**config.mk**
```make
export PLATFORM = sky130hd
export DESIGN_NAME = atm_session_ctrl
export DESIGN_NICKNAME = d
export VERILOG_FILES = /design/src/rtl/atm_session_ctrl.sv
export SDC_FILE = /design/constraint.sdc
export NUM_CORES = 1
export LEC_CHECK = 0
export CORE_AREA = 2 2 166 168
export CTS_CLUSTER_SIZE = 24
export DETAILED_ROUTE_END_ITERATION = 16
export DIE_AREA = 0 0 168 170
export PLACE_DENSITY = 0.72
export SETUP_SLACK_MARGIN = 0.2
export SLEW_MARGIN = 20
export SYNTH_ARGS = -nofsm -noshare
export SYNTH_HDL_FRONTEND = slang
export SYNTH_SLANG_ARGS = --single-unit
```
**constraint.sdc**
```tcl
create_clock -name clk -period 4.5 [get_ports clk]
set_input_delay 0.45 -clock clk [delete_from_list [all_inputs] [get_ports clk]]
set_output_delay 0.45 -clock clk [all_outputs]
set_load 0.1 [all_outputs]
```
**src/rtl/atm_session_ctrl.sv**
```systemverilog
// atm_session_ctrl: multi-account ATM session controller with
// per-account balance, daily withdrawal limit, PIN lockout, timeout.
module atm_session_ctrl #(
  parameter int NUM_ACCTS     = 4,
  parameter int BAL_W         = 16,
  parameter int AMT_W         = 16,
  parameter int INIT_BAL      = 1000,
  parameter int DAILY_LIMIT   = 500,
  parameter int MAX_PIN_TRIES = 3,
  parameter int TIMEOUT_CYC   = 64,
  localparam int ACCT_W = (NUM_ACCTS > 1) ? $clog2(NUM_ACCTS) : 1
) (
  input  logic              clk,
  input  logic              reset_n,
  input  logic              card_valid,
  input  logic [ACCT_W-1:0] card_acct,
  input  logic              pin_valid,
  input  logic              pin_ok,
  input  logic              txn_valid,
  input  logic [1:0]        txn_type,
  input  logic [AMT_W-1:0]  amount,
  input  logic              day_rollover,
  output logic [3:0]        state_o,
  output logic [BAL_W-1:0]  balance_o,
  output logic              balance_valid,
  output logic              cash_dispense,
  output logic [AMT_W-1:0]  cash_amount,
  output logic              deposit_accept,
  output logic              card_eject,
  output logic              card_retained,
  output logic              warn_bad_pin,
  output logic              err_insufficient,
  output logic              err_limit,
  output logic              err_overflow,
  output logic              err_timeout
);

  localparam int TR_W  = $clog2(MAX_PIN_TRIES + 1);
  localparam int TO_W  = $clog2(TIMEOUT_CYC);
  localparam int DAY_W = AMT_W + 1;
  // Two extra bits keep limit sums free of wrap.
  localparam int SUM_W = BAL_W + 2;

  typedef enum logic [3:0] {
    IDLE         = 4'd0,
    GET_PIN      = 4'd1,
    CHECK_PIN    = 4'd2,
    MENU         = 4'd3,
    BAL_SHOW     = 4'd4,
    WITHDRAW_CHK = 4'd5,
    DISPENSE     = 4'd6,
    DEPOSIT      = 4'd7,
    EJECT        = 4'd8,
    RETAIN       = 4'd9
  } state_t;

  state_t state;
  state_t nxt;

  logic [ACCT_W-1:0] acct;
  logic [AMT_W-1:0]  amt;
  logic              pin_good;
  logic [TR_W-1:0]   tries;
  logic [TO_W-1:0]   to_cnt;

  logic [BAL_W-1:0]     bal [NUM_ACCTS];
  logic [DAY_W-1:0]     today [NUM_ACCTS];
  logic [NUM_ACCTS-1:0] blocked;

  logic [BAL_W-1:0] cur_bal;
  logic [DAY_W-1:0] cur_day;
  logic [SUM_W-1:0] wd_sum;
  logic [BAL_W:0]   dep_sum;
  logic             insuff;
  logic             over_lim;
  logic             ovf;
  logic             waiting;
  logic             to_hit;
  logic             last_try;

  // Session-account views and decision conditions.
  always_comb begin
    cur_bal  = bal[acct];
    cur_day  = today[acct];
    wd_sum   = SUM_W'(cur_day) + SUM_W'(amt);
    dep_sum  = {1'b0, cur_bal} + (BAL_W + 1)'(amt);
    insuff   = SUM_W'(amt) > SUM_W'(cur_bal);
    over_lim = wd_sum > SUM_W'(DAILY_LIMIT);
    ovf      = dep_sum[BAL_W];
    waiting  = (state == GET_PIN) || (state == MENU);
    to_hit   = waiting
             && (to_cnt == TO_W'(TIMEOUT_CYC - 1))
             && !((state == GET_PIN) && pin_valid)
             && !((state == MENU) && txn_valid);
    last_try = (tries + TR_W'(1)) == TR_W'(MAX_PIN_TRIES);
  end

  // State register.
  always_ff @(posedge clk or negedge reset_n) begin
    if (!reset_n) state <= IDLE;
    else          state <= nxt;
  end

  // Next-state decode.
  always_comb begin
    nxt = state;
    unique case (state)
      IDLE: begin
        if (card_valid)
          nxt = blocked[card_acct] ? RETAIN : GET_PIN;
      end
      GET_PIN: begin
        if (pin_valid)   nxt = CHECK_PIN;
        else if (to_hit) nxt = EJECT;
      end
      CHECK_PIN: begin
        if (pin_good)      nxt = MENU;
        else if (last_try) nxt = RETAIN;
        else               nxt = GET_PIN;
      end
      MENU: begin
        if (txn_valid) begin
          unique case (txn_type)
            2'b00: nxt = EJECT;
            2'b01: nxt = BAL_SHOW;
            2'b10: nxt = WITHDRAW_CHK;
            2'b11: nxt = DEPOSIT;
          endcase
        end else if (to_hit) begin
          nxt = EJECT;
        end
      end
      BAL_SHOW:     nxt = MENU;
      WITHDRAW_CHK: nxt = (insuff || over_lim) ? MENU : DISPENSE;
      DISPENSE:     nxt = MENU;
      DEPOSIT:      nxt = MENU;
      EJECT:        nxt = IDLE;
      RETAIN:       nxt = IDLE;
      default:      nxt = IDLE;
    endcase
  end

  // Session latches: account, amount, PIN verdict and try count.
  always_ff @(posedge clk or negedge reset_n) begin
    if (!reset_n) begin
      acct     <= '0;
      amt      <= '0;
      pin_good <= 1'b0;
      tries    <= '0;
    end else begin
      if (state == IDLE && card_valid)   acct     <= card_acct;
      if (state == GET_PIN && pin_valid) pin_good <= pin_ok;
      if (state == MENU && txn_valid)    amt      <= amount;
      if (state == CHECK_PIN)
        tries <= pin_good ? '0 : tries + TR_W'(1);
      else if (state == EJECT || state == RETAIN)
        tries <= '0;
    end
  end

  // Inactivity counter, restarted on every state change.
  always_ff @(posedge clk or negedge reset_n) begin
    if (!reset_n)                      to_cnt <= '0;
    else if (nxt != state || !waiting) to_cnt <= '0;
    else                               to_cnt <= to_cnt + TO_W'(1);
  end

  // Per-account balances, daily totals and lockout flags.
  always_ff @(posedge clk or negedge reset_n) begin
    if (!reset_n) begin
      for (int i = 0; i < NUM_ACCTS; i++) begin
        bal[i]   <= BAL_W'(INIT_BAL);
        today[i] <= '0;
      end
      blocked <= '0;
    end else begin
      if (day_rollover)
        for (int i = 0; i < NUM_ACCTS; i++) today[i] <= '0;
      if (state == DISPENSE) begin
        bal[acct]   <= cur_bal - BAL_W'(amt);
        today[acct] <= (day_rollover ? '0 : cur_day) + DAY_W'(amt);
      end
      if (state == DEPOSIT && !ovf)
        bal[acct] <= dep_sum[BAL_W-1:0];
      if (state == CHECK_PIN && !pin_good && last_try)
        blocked[acct] <= 1'b1;
    end
  end

  // Error and warning pulses, one cycle after the deciding state.
  always_ff @(posedge clk or negedge reset_n) begin
    if (!reset_n) begin
      warn_bad_pin     <= 1'b0;
      err_insufficient <= 1'b0;
      err_limit        <= 1'b0;
      err_overflow     <= 1'b0;
      err_timeout      <= 1'b0;
    end else begin
      warn_bad_pin     <= (state == CHECK_PIN) && !pin_good && !last_try;
      err_insufficient <= (state == WITHDRAW_CHK) && insuff;
      err_limit        <= (state == WITHDRAW_CHK) && !insuff && over_lim;
      err_overflow     <= (state == DEPOSIT) && ovf;
      err_timeout      <= to_hit;
    end
  end

  // Moore event outputs decoded from the current state.
  always_comb begin
    state_o        = state;
    balance_valid  = (state == BAL_SHOW);
    balance_o      = balance_valid ? cur_bal : '0;
    cash_dispense  = (state == DISPENSE);
    cash_amount    = cash_dispense ? amt : '0;
    deposit_accept = (state == DEPOSIT) && !ovf;
    card_eject     = (state == EJECT);
    card_retained  = (state == RETAIN);
  end

endmodule
```
After elaboration in Yosys (flattened, before gate mapping)
Index checks and enable logic that the tools add are counted.
{"block": "classes", "n_bitwise": 2, "n_lt_le_gt_ge": 7, "n_mux": 38, "n_eq_ne": 15, "add_sub_neg": 6, "n_reduce_logical": 31}
{"cell": "2-to-1 mux 68 bit", "n": 2}
{"cell": "bitwise mux 64 bit", "n": 2}
{"cell": "2-to-1 mux 64 bit", "n": 2}
{"cell": "2-to-1 mux 16 bit", "n": 5}
{"cell": "bitwise mux 68 bit", "n": 1}
{"cell": "2-to-1 mux 17 bit", "n": 4}
{"cell": "binary-select mux 17 bit (select 2 bit)", "n": 1}
{"cell": "demux 17 bit (select 2 bit)", "n": 1}
{"cell": "binary-select mux 16 bit (select 2 bit)", "n": 1}
{"cell": "demux 16 bit (select 2 bit)", "n": 1}
{"cell": "2-to-1 mux 4 bit", "n": 7}
{"cell": "case mux 4 bit (6 select lines)", "n": 1}
{"cell": "adder 17 x 16 -> 18 bit", "n": 1}
{"cell": "greater-than comparator 18 x 9 -> 1 bit (second input constant)", "n": 1}
{"cell": "adder 16 x 16 -> 17 bit", "n": 1}
{"cell": "adder 17 x 16 -> 17 bit", "n": 1}
{"cell": "== test 4 x 3 -> 1 bit (second input constant)", "n": 4}
{"cell": "greater-than comparator 16 bit", "n": 1}
{"cell": "logical AND 1 bit", "n": 16}
{"cell": "case mux 4 bit (4 select lines)", "n": 1}
{"cell": "subtractor 16 bit", "n": 1}
{"cell": "== test 4 x 2 -> 1 bit (second input constant)", "n": 2}
{"cell": "== test 4 bit (second input constant)", "n": 2}
{"cell": "zero test 1 bit", "n": 7}
{"cell": "24 further kinds", "n": 33}
{"block": "totals", "ff_bits": 172, "inputBits": 27, "word_cells": 119}

Logic depth before layout (Yosys ltp)
Gate-level depths: netlist of run 1.
{"block": "logic_depth", "ltp_word": 12, "ltp_mapped": 15, "mapped_depth_nobuf": 13}

Worst setup path after synthesis of run 1
Ideal clock, no wire load.
{"block": "synth_timing", "path_type": "register to output", "startpoint": "register acct[0]", "endpoint": "output port deposit_accept", "required_ns": 4.050, "path_buffers": 3, "slack_ns": -0.373, "path_stages_with_launch": 12, "t_arrival_ns": 4.423, "path_cell_list": "dfrtp_1 > buf_1 > buf_1 > mux4_2 > ha_1 > buf_2 > nor3_2 > o21ai_1 > o21ai_2 > o41ai_4 > o211ai_4 > nor2_1"}
{"block": "synth_between", "elab_chain_len": 7}
{"element": "start: declaration", "line": "60", "rtl": "logic [ACCT_W-1:0] acct;"}
{"element": "start signal: assignment", "line": "151", "rtl": "if (state == IDLE && card_valid) acct <= card_acct;"}
{"element": "inverter 2 -> 3 bit (not written as such)", "line": "83", "rtl": "cur_bal = bal[acct];"}
{"element": "binary-select mux 16 bit (select 2 bit)", "line": "83"}
{"element": "2-to-1 mux 16 bit (not written as such) (2 in series)", "line": "83"}
{"element": "adder 16 x 16 -> 17 bit", "line": "86", "rtl": "dep_sum = {1'b0, cur_bal} + (BAL_W + 1)'(amt);"}
{"element": "zero test 1 bit", "line": "214", "rtl": "deposit_accept = (state == DEPOSIT) && !ovf;"}
{"element": "logical AND 1 bit", "line": "214"}
{"element": "end: declaration", "line": "28", "rtl": "output logic deposit_accept,"}
Every way passes these cells. The select of a mux whose other input is x is not followed.

Worst setup path after layout of run 1
Same ends and word-level chain as after synthesis.

==> results of run 1 <==
-- placed cells by master, fill, tap and decap left out, types with 36 or more instances in the layout --
| master | netlist | final |
|---|---|---|
| nand2_1 | 125 | 125 |
| inv_1 | 50 | 50 |
| a21oi_1 | 69 | 69 |
| buf_4 | 0 | 58 |
| clkdlybuf4s50_1 | 0 | 52 |
| ha_1 | 66 | 66 |
| dfrtp_1 | 148 | 146 |
| o21ai_0 | 87 | 87 |
| and2_1 | 36 | 36 |
| nor2_1 | 88 | 86 |
| nand3b_1 | 66 | 66 |
-- Yosys cell counts, drive strengths merged, types with 10 or more instances --
cell / number / share of area
nor2: 88 / 0.028
and2: 36 / 0.019
xor2: 16 / 0.012
mux4: 34 / 0.065
mux2i: 17 / 0.014
a21o: 12 / 0.0076
and3: 12 / 0.0063
ha: 66 / 0.070
mux2: 25 / 0.024
nand2: 125 / 0.040
nor3b: 10 / 0.0063
nand2b: 17 / 0.0090
nor3: 31 / 0.016
a21oi: 70 / 0.031
xnor2: 28 / 0.021
a211oi: 35 / 0.022
buf: 19 / 0.0098
dfstp: 24 / 0.053
nand3b: 66 / 0.042
nand3: 23 / 0.0097
o31ai: 14 / 0.0089
o211ai: 11 / 0.0081
o21ai: 98 / 0.042
clkbuf: 54 / 0.017
inv: 52 / 0.016
dfrtp: 148 / 0.31
nor2b: 29 / 0.015
nand4: 12 / 0.0063
-- path summary, 6_finish.rpt --
kind	to	slack, ps	depth (start not counted)
max reg2reg	bal[59]$_DFF_PN0_	400	14
min	today[19]$_DFF_PN0_	90	1
min reg2reg	to_cnt[0]$_DFF_PN0_	460	1
max in group asynchronous	bal[57]$_DFF_PN1_	3290	2
max	deposit_accept	400	12
min in group clk	to_cnt[0]$_DFF_PN0_	460	1
-- state kept, by name, summed over array words and instances (netlist names) --
signal and count:
today 68, bal 64, amt 16, to_cnt 6
blocked 4, state_o 4, acct 2, tries 2
err_insufficient 1, err_limit 1, err_overflow 1, err_timeout 1
pin_good 1, warn_bad_pin 1
-- cells by family after synthesis --
| kind of cell | share of synthesized area |
|---|---|
| compound gates | 0.1664 |
| flops | 0.3657 |
| xor+xnor | 0.03251 |
| fa+ha+maj | 0.07643 |
| buf+inv | 0.04339 |
| simple gates | 0.2126 |
| mux | 0.1030 |
-- final cells by class --
| class | instances | area [um^2] |
|---|---|---|
| flip-flops and latches | 172 | 4337 |
| clock buffers | 19 | 432.9 |
| clock inverters | 13 | 156.4 |
| well taps | 341 | 426.7 |
| fillers | 2377 | 13070 |
| repair buffers | 114 | 1012 |
| multi-input cells | 969 | 7019 |
| inverters | 52 | 195.2 |
-- worst reg2reg max path: stages, from the launching register on --
cell	delay, ps
dfrtp_2	540
buf_12	220
mux4_2	550
ha_1	220
inv_1	80
fa_1	310
o21bai_4	90
a21oi_4	200
o21ai_2	120
o41ai_4	420
o211ai_4	140
buf_4	210
or3_1	380
buf_4	220
mux2_4	310
-- repair_timing --
item,CTS,global route
endpoints found under the hold margin,0,0
setup endpoints to repair,0,1
setup buffers,0,1
-- through the flow --
step	utilization	total power, uW	hold WS [ps]
3_3_place_gp	0.4871	7089	450.2
4_1_cts	0.5092	8712	128.0
6_report	0.5095	8819	85.31
2_1_floorplan	-	5733	154.4
5_1_grt	0.5095	9364	156.9
3_5_place_dp	0.4871	7169	457.3
-- where the power goes --
| part | total, uW | switching (uW) | internal, uW | leakage [uW] |
|---|---|---|---|---|
| combinational | 4930 | 3090 | 1840 | 0.00349 |
| clock | 1520 | 688 | 832 | 0.000283 |
| sequential | 2360 | 434 | 1930 | 0.00225 |
-- metal layers --
metal	wire [um]	vias up	track usage
li1	-	4684	-
met1	15370	4988	0.3465
met2	15910	473	0.3891
met3	2857	81	0.05047
met4	1375	0	0.1100
met5	0	-	0
==> reports/results.ini, run 1 <==
[clock_network]
cts_tree = built
hold_buffers = 0
clk_pin_slew_worst_paths_ps = 70
clk_root_buffer_cell = clkbuf_16
cts_max_path_buffers = 2
clock-sinks = 172
cts_resized = 0
clock_latency_ps = 450
numCtsBuffers = 17
h-tree-depth = 4

[logic_synthesis]
yosysSeqAreaShare = 0.3657
synth_area_per_cell_um2 = 9.362
syn_inst = 1266
syn_nets = 1363
synth_enable_flop_cells = 0
syn_area_um2 = 11850
synth_flop_cell = dfrtp_1
ys_async_sr_fraction = 1.000
yosys_warnings = 0
synth_cell_types = 73
ys_ff_latch = 172

[drt]
dr.first_iter.drc_count = 991
first_pass_iters = 6
routed_wirelength_um = 35510
via_count = 10226
via_per_inst = 6.087
avgRoutedWirePerCell_um = 21.14
ant_nets = 0
drc = 0

[place]
placed_cell_area_um2 = 12980
gp_congestion = 0.9196
dp_hpwl_um = 25060
dp_cells = 1647
dp_slack_ps = 504.2
port_buffers = 72

[global_routing]
grt_max_degree = 96
track_usage = 0.2525
grt_pass1_vias = 10045
grt_pass1_wl_um = 55830
antenna_found_initial = 0
grt-ovfl-total = 0

[floorplan]
die-area_um2 = 28560
core_area_um2 = 26650
io_pins = 73
start_util = 0.4447
die_w_um = 168
fp.dieH_um = 170
rows = 60

[timing]
grt_setup_unrepaired = no
tns_ps = 0
skew_ps = 12.02
worst_slack_ps = 397.5
fin_crit_sh = 0.9117
relSlewSlack = 0.3206
hold_viol = 0
fmax_ghz = 0.2438
finalMaxSlewViolations = 0
setup_viol = 0
fin_crit_ps = 4102
worst_pin_slew_ps = 1016

[critical_path]
cp.arrival_ps = 3650
cp_slowest_stage_delay_ps = 540
path_class = reg2out
endpoint_kind = output port
critPathLaunchType = register
crit_start = acct[0]$_DFFE_PN0P_
crit_chain = buf_12 -> mux4_2 -> ha_1 -> inv_1 -> fa_1 -> o21bai_4 -> a21oi_4 -> o21ai_2 -> o41ai_4 -> o211ai_4 -> nor2_4 -> buf_12
critical-path-slowest-cell = dfrtp_2
cp_num_buf_inv = 3
crit_required_ps = 4050
path_max_fanout = 14
worstReg2RegStart = acct[0]$_DFFE_PN0P_
critPathTopFamily = compound AO/OA/AOI/OAI gates
crit_top_cell = buf_12

[layout]
area_growth_pct = 14.57
postLayoutCellArea_um2 = 13580
final_cell_count_no_fill = 1680
n_antenna_cell = 0
drive_above_1_share = 0.1509
finalNetCount = 1423

[hold_path]
hold_path.class = in2async

[run_status]
status = completed

[pwr]
p_leak_uw = 0.006028
peakVddDrop_v = 0.0003282
power.density_nw_per_um2 = 649.5

[flow_run]
maxCapViolations = 0

Power figures use the tool's default switching activity.
==> run 2, diff against run 1 <==
--- a/config.mk
+++ b/config.mk
@@ -10,6 +10,7 @@
 export DETAILED_ROUTE_END_ITERATION = 16
 export DIE_AREA = 0 0 168 170
 export PLACE_DENSITY = 0.72
+export RECOVER_POWER = 100
 export SETUP_SLACK_MARGIN = 0.2
 export SLEW_MARGIN = 20
 export SYNTH_ARGS = -nofsm -noshare
==> run 2 against run 1 <==
The flow now finishes with violations (capacitance limit, slew limit). Non-clock buffer count unchanged. Clock-buffer cell count is the same. Critical path depth shrank 2. Utilization fell by 0.44 points. Highest routed layer unchanged.
==> reports/results.ini, run 2 (synthesis results as in run 1) <==
[critical_path]
path_class = reg2out
path_max_fanout = 22  ; +8
crit_required_ps = 4050  ; about the same
cp_num_buf_inv = 2  ; -1
worstReg2RegStart = acct[1]$_DFFE_PN0P_
cp_slowest_stage_delay_ps = 760  ; +220 ps
critPathTopFamily = compound AO/OA/AOI/OAI gates
critical-path-slowest-cell = dfrtp_2
endpoint_kind = output port
path_depth = 10  ; -2
critPathLaunchType = register
crit_start = acct[1]$_DFFE_PN0P_
reg2regPathDepth = 12  ; -2
crit_chain = clkbuf_1 -> mux4_2 -> ha_1 -> nor3_2 -> o21ai_1 -> o21ai_2 -> o41ai_2 -> o211ai_4 -> nor2_4 -> buf_12
cp.arrival_ps = 3770  ; +120 ps

[layout]
largest_reg_flops = 68  ; unchanged
final_cell_mix = dfrtp_1, nand2_1, o21ai_0
drive_above_1_share = 0.1299  ; -0.02091
area_growth_pct = 13.59
seqCellArea_um2 = 4337  ; unchanged
largest_register = today
n_antenna_cell = 0  ; unchanged
finalNetCount = 1423  ; unchanged
multiInputGateArea_um2 = 7005  ; -0.20%
final_common_cell = dfrtp_1
biggestRegsByFlops = today (68), bal (64), amt (16)
postLayoutCellArea_um2 = 13460  ; -0.86%
fill_cells = 2391  ; +0.59%

[global_routing]
grt_max_degree = 96  ; unchanged
grt_pass1_wl_um = 55830  ; unchanged
grt_pass1_vias = 10045  ; unchanged
track_usage = 0.2525  ; unchanged
antenna_found_initial = 0  ; unchanged
grt-ovfl-total = 0  ; unchanged

[clock_network]
clock_latency_ps = 450  ; about the same
cts_resized = 0  ; unchanged
cts_setup_buffers = 0  ; unchanged
cts_max_path_buffers = 2  ; unchanged
h-tree-depth = 4  ; unchanged
clock-sinks = 172  ; unchanged
clk_pin_slew_worst_paths_ps = 70  ; about the same
clk_root_buffer_cell = clkbuf_16
cts_tree = built
numCtsBuffers = 17  ; unchanged
hold_buffers = 0  ; unchanged

[place]
dp_hpwl_um = 25060  ; unchanged
placed_cell_area_um2 = 12980  ; unchanged
port_buffers = 72  ; unchanged
gp_congestion = 0.9196  ; unchanged
dp_slack_ps = 504.2  ; unchanged

[pwr]
clock_power_share = 0.173  ; about the same
peakVddDrop_v = 0.0003278  ; -0.13%
intPower_uw = 4576  ; -0.62%
p_sw_frac = 0.4781  ; about the same
power.density_nw_per_um2 = 651.3  ; +0.27%
power_switching_uw = 4192  ; -0.55%
seqPwrFrac = 0.269  ; about the same
p_leak_uw = 0.006020  ; -0.12%
comb_power_share = 0.558  ; -0.002

[timing]
fin_crit_ps = 4218  ; +115.4 ps
fmax_ghz = 0.2371  ; -2.7%
worst_slack_ps = 282.2  ; -115.4 ps
tns_ps = 0  ; unchanged
holdWs_ps = 461.4  ; +376.1 ps
grt_setup_unrepaired = no
fin_crit_sh = 0.9373  ; +0.02564
finalMaxSlewViolations = 221  ; +221
hold_viol = 0  ; unchanged
setup_viol = 0  ; unchanged
skew_ps = 13.43  ; +1.406 ps
relSlewSlack = -0.6345  ; -0.9551
worst_pin_slew_ps = 2452  ; +1436 ps

[run_status]
violations = capacitance limit, slew limit
status = finished with violations

[drt]
ant_nets = 0  ; unchanged
first_pass_iters = 5  ; -1
via_per_inst = 6.058  ; -0.48%
via_count = 10177  ; -0.48%
dr.first_iter.drc_count = 1003  ; +1.2%
avgRoutedWirePerCell_um = 21.11  ; -0.12%
drc = 0  ; unchanged
routed_wirelength_um = 35470  ; -0.12%

[floorplan]
fp.dieH_um = 170  ; unchanged
start_util = 0.4447  ; unchanged
core_area_um2 = 26650  ; unchanged
rows = 60  ; unchanged
io_pins = 73  ; unchanged
die-area_um2 = 28560  ; unchanged
die_w_um = 168  ; unchanged

[flow_run]
maxCapViolations = 5  ; +5

[hold_path]
hold_path.class = reg2reg
holdPathStages = 1
hold_start = to_cnt[0]$_DFF_PN0_

-- run 2: worst paths after layout --
| path | end | slack (ps) |
|---|---|---|
| min in group asynchronous | today[19]$_DFF_PN0_ | 720 |
| setup / recovery | deposit_accept | 280 |
| max in group asynchronous | bal[42]$_DFF_PN0_ | 1620 |
| setup reg to reg | bal[59]$_DFF_PN0_ | 290 |
| hold reg to reg | to_cnt[0]$_DFF_PN0_ | 460 |
| hold / removal | to_cnt[0]$_DFF_PN0_ | 460 |
-- run 2: power groups by stage --
stage                     Clock (uW)  Combinational, uW  Sequential (uW)
after global placement             0               4720             2370
after CTS                       1530               4830             2350
final                           1520               4890             2360
after detailed placement           0               4800             2370
after global routing            1600               5330             2400
after floorplan                    0               3490             2250
-- run 2: metrics by stage --
stage	instances	util	total power, uW
floorplan	1266	-	5733
CTS	1679	0.5092	8712
finish	1680	0.5052	8768
global route	1680	0.5052	9321
global placement	1647	0.4871	7089
detailed placement	1647	0.4871	7169
-- run 2: area by class of cell --
class | count | share of cell area
Clock buffer | 19 | 0.03216
Clock inverter | 13 | 0.01162
Inverter | 52 | 0.01450
Multi-Input combinational cell | 969 | 0.5204
Sequential cell | 172 | 0.3221
Tap cell | 341 | 0.03169
Timing Repair Buffer | 114 | 0.06757
-- run 2: per-layer routing --
metal,vias up,share of wire,GRT usage
li1,4680,-,-
met1,4994,0.44,0.3465
met2,424,0.45,0.3891
met3,79,0.076,0.05047
met4,0,0.038,0.1100
met5,-,0,0
-- run 2: worst register-to-register path, delay by kind of cell, from the launching register on --
family | cells | cell delay, ps
adders and majority gates | 1 | 510
AOI/OAI and AO/OA | 4 | 910
muxes | 2 | 690
DFF | 1 | 760
and+or+nand+nor | 2 | 500
buffers and inverters | 3 | 730
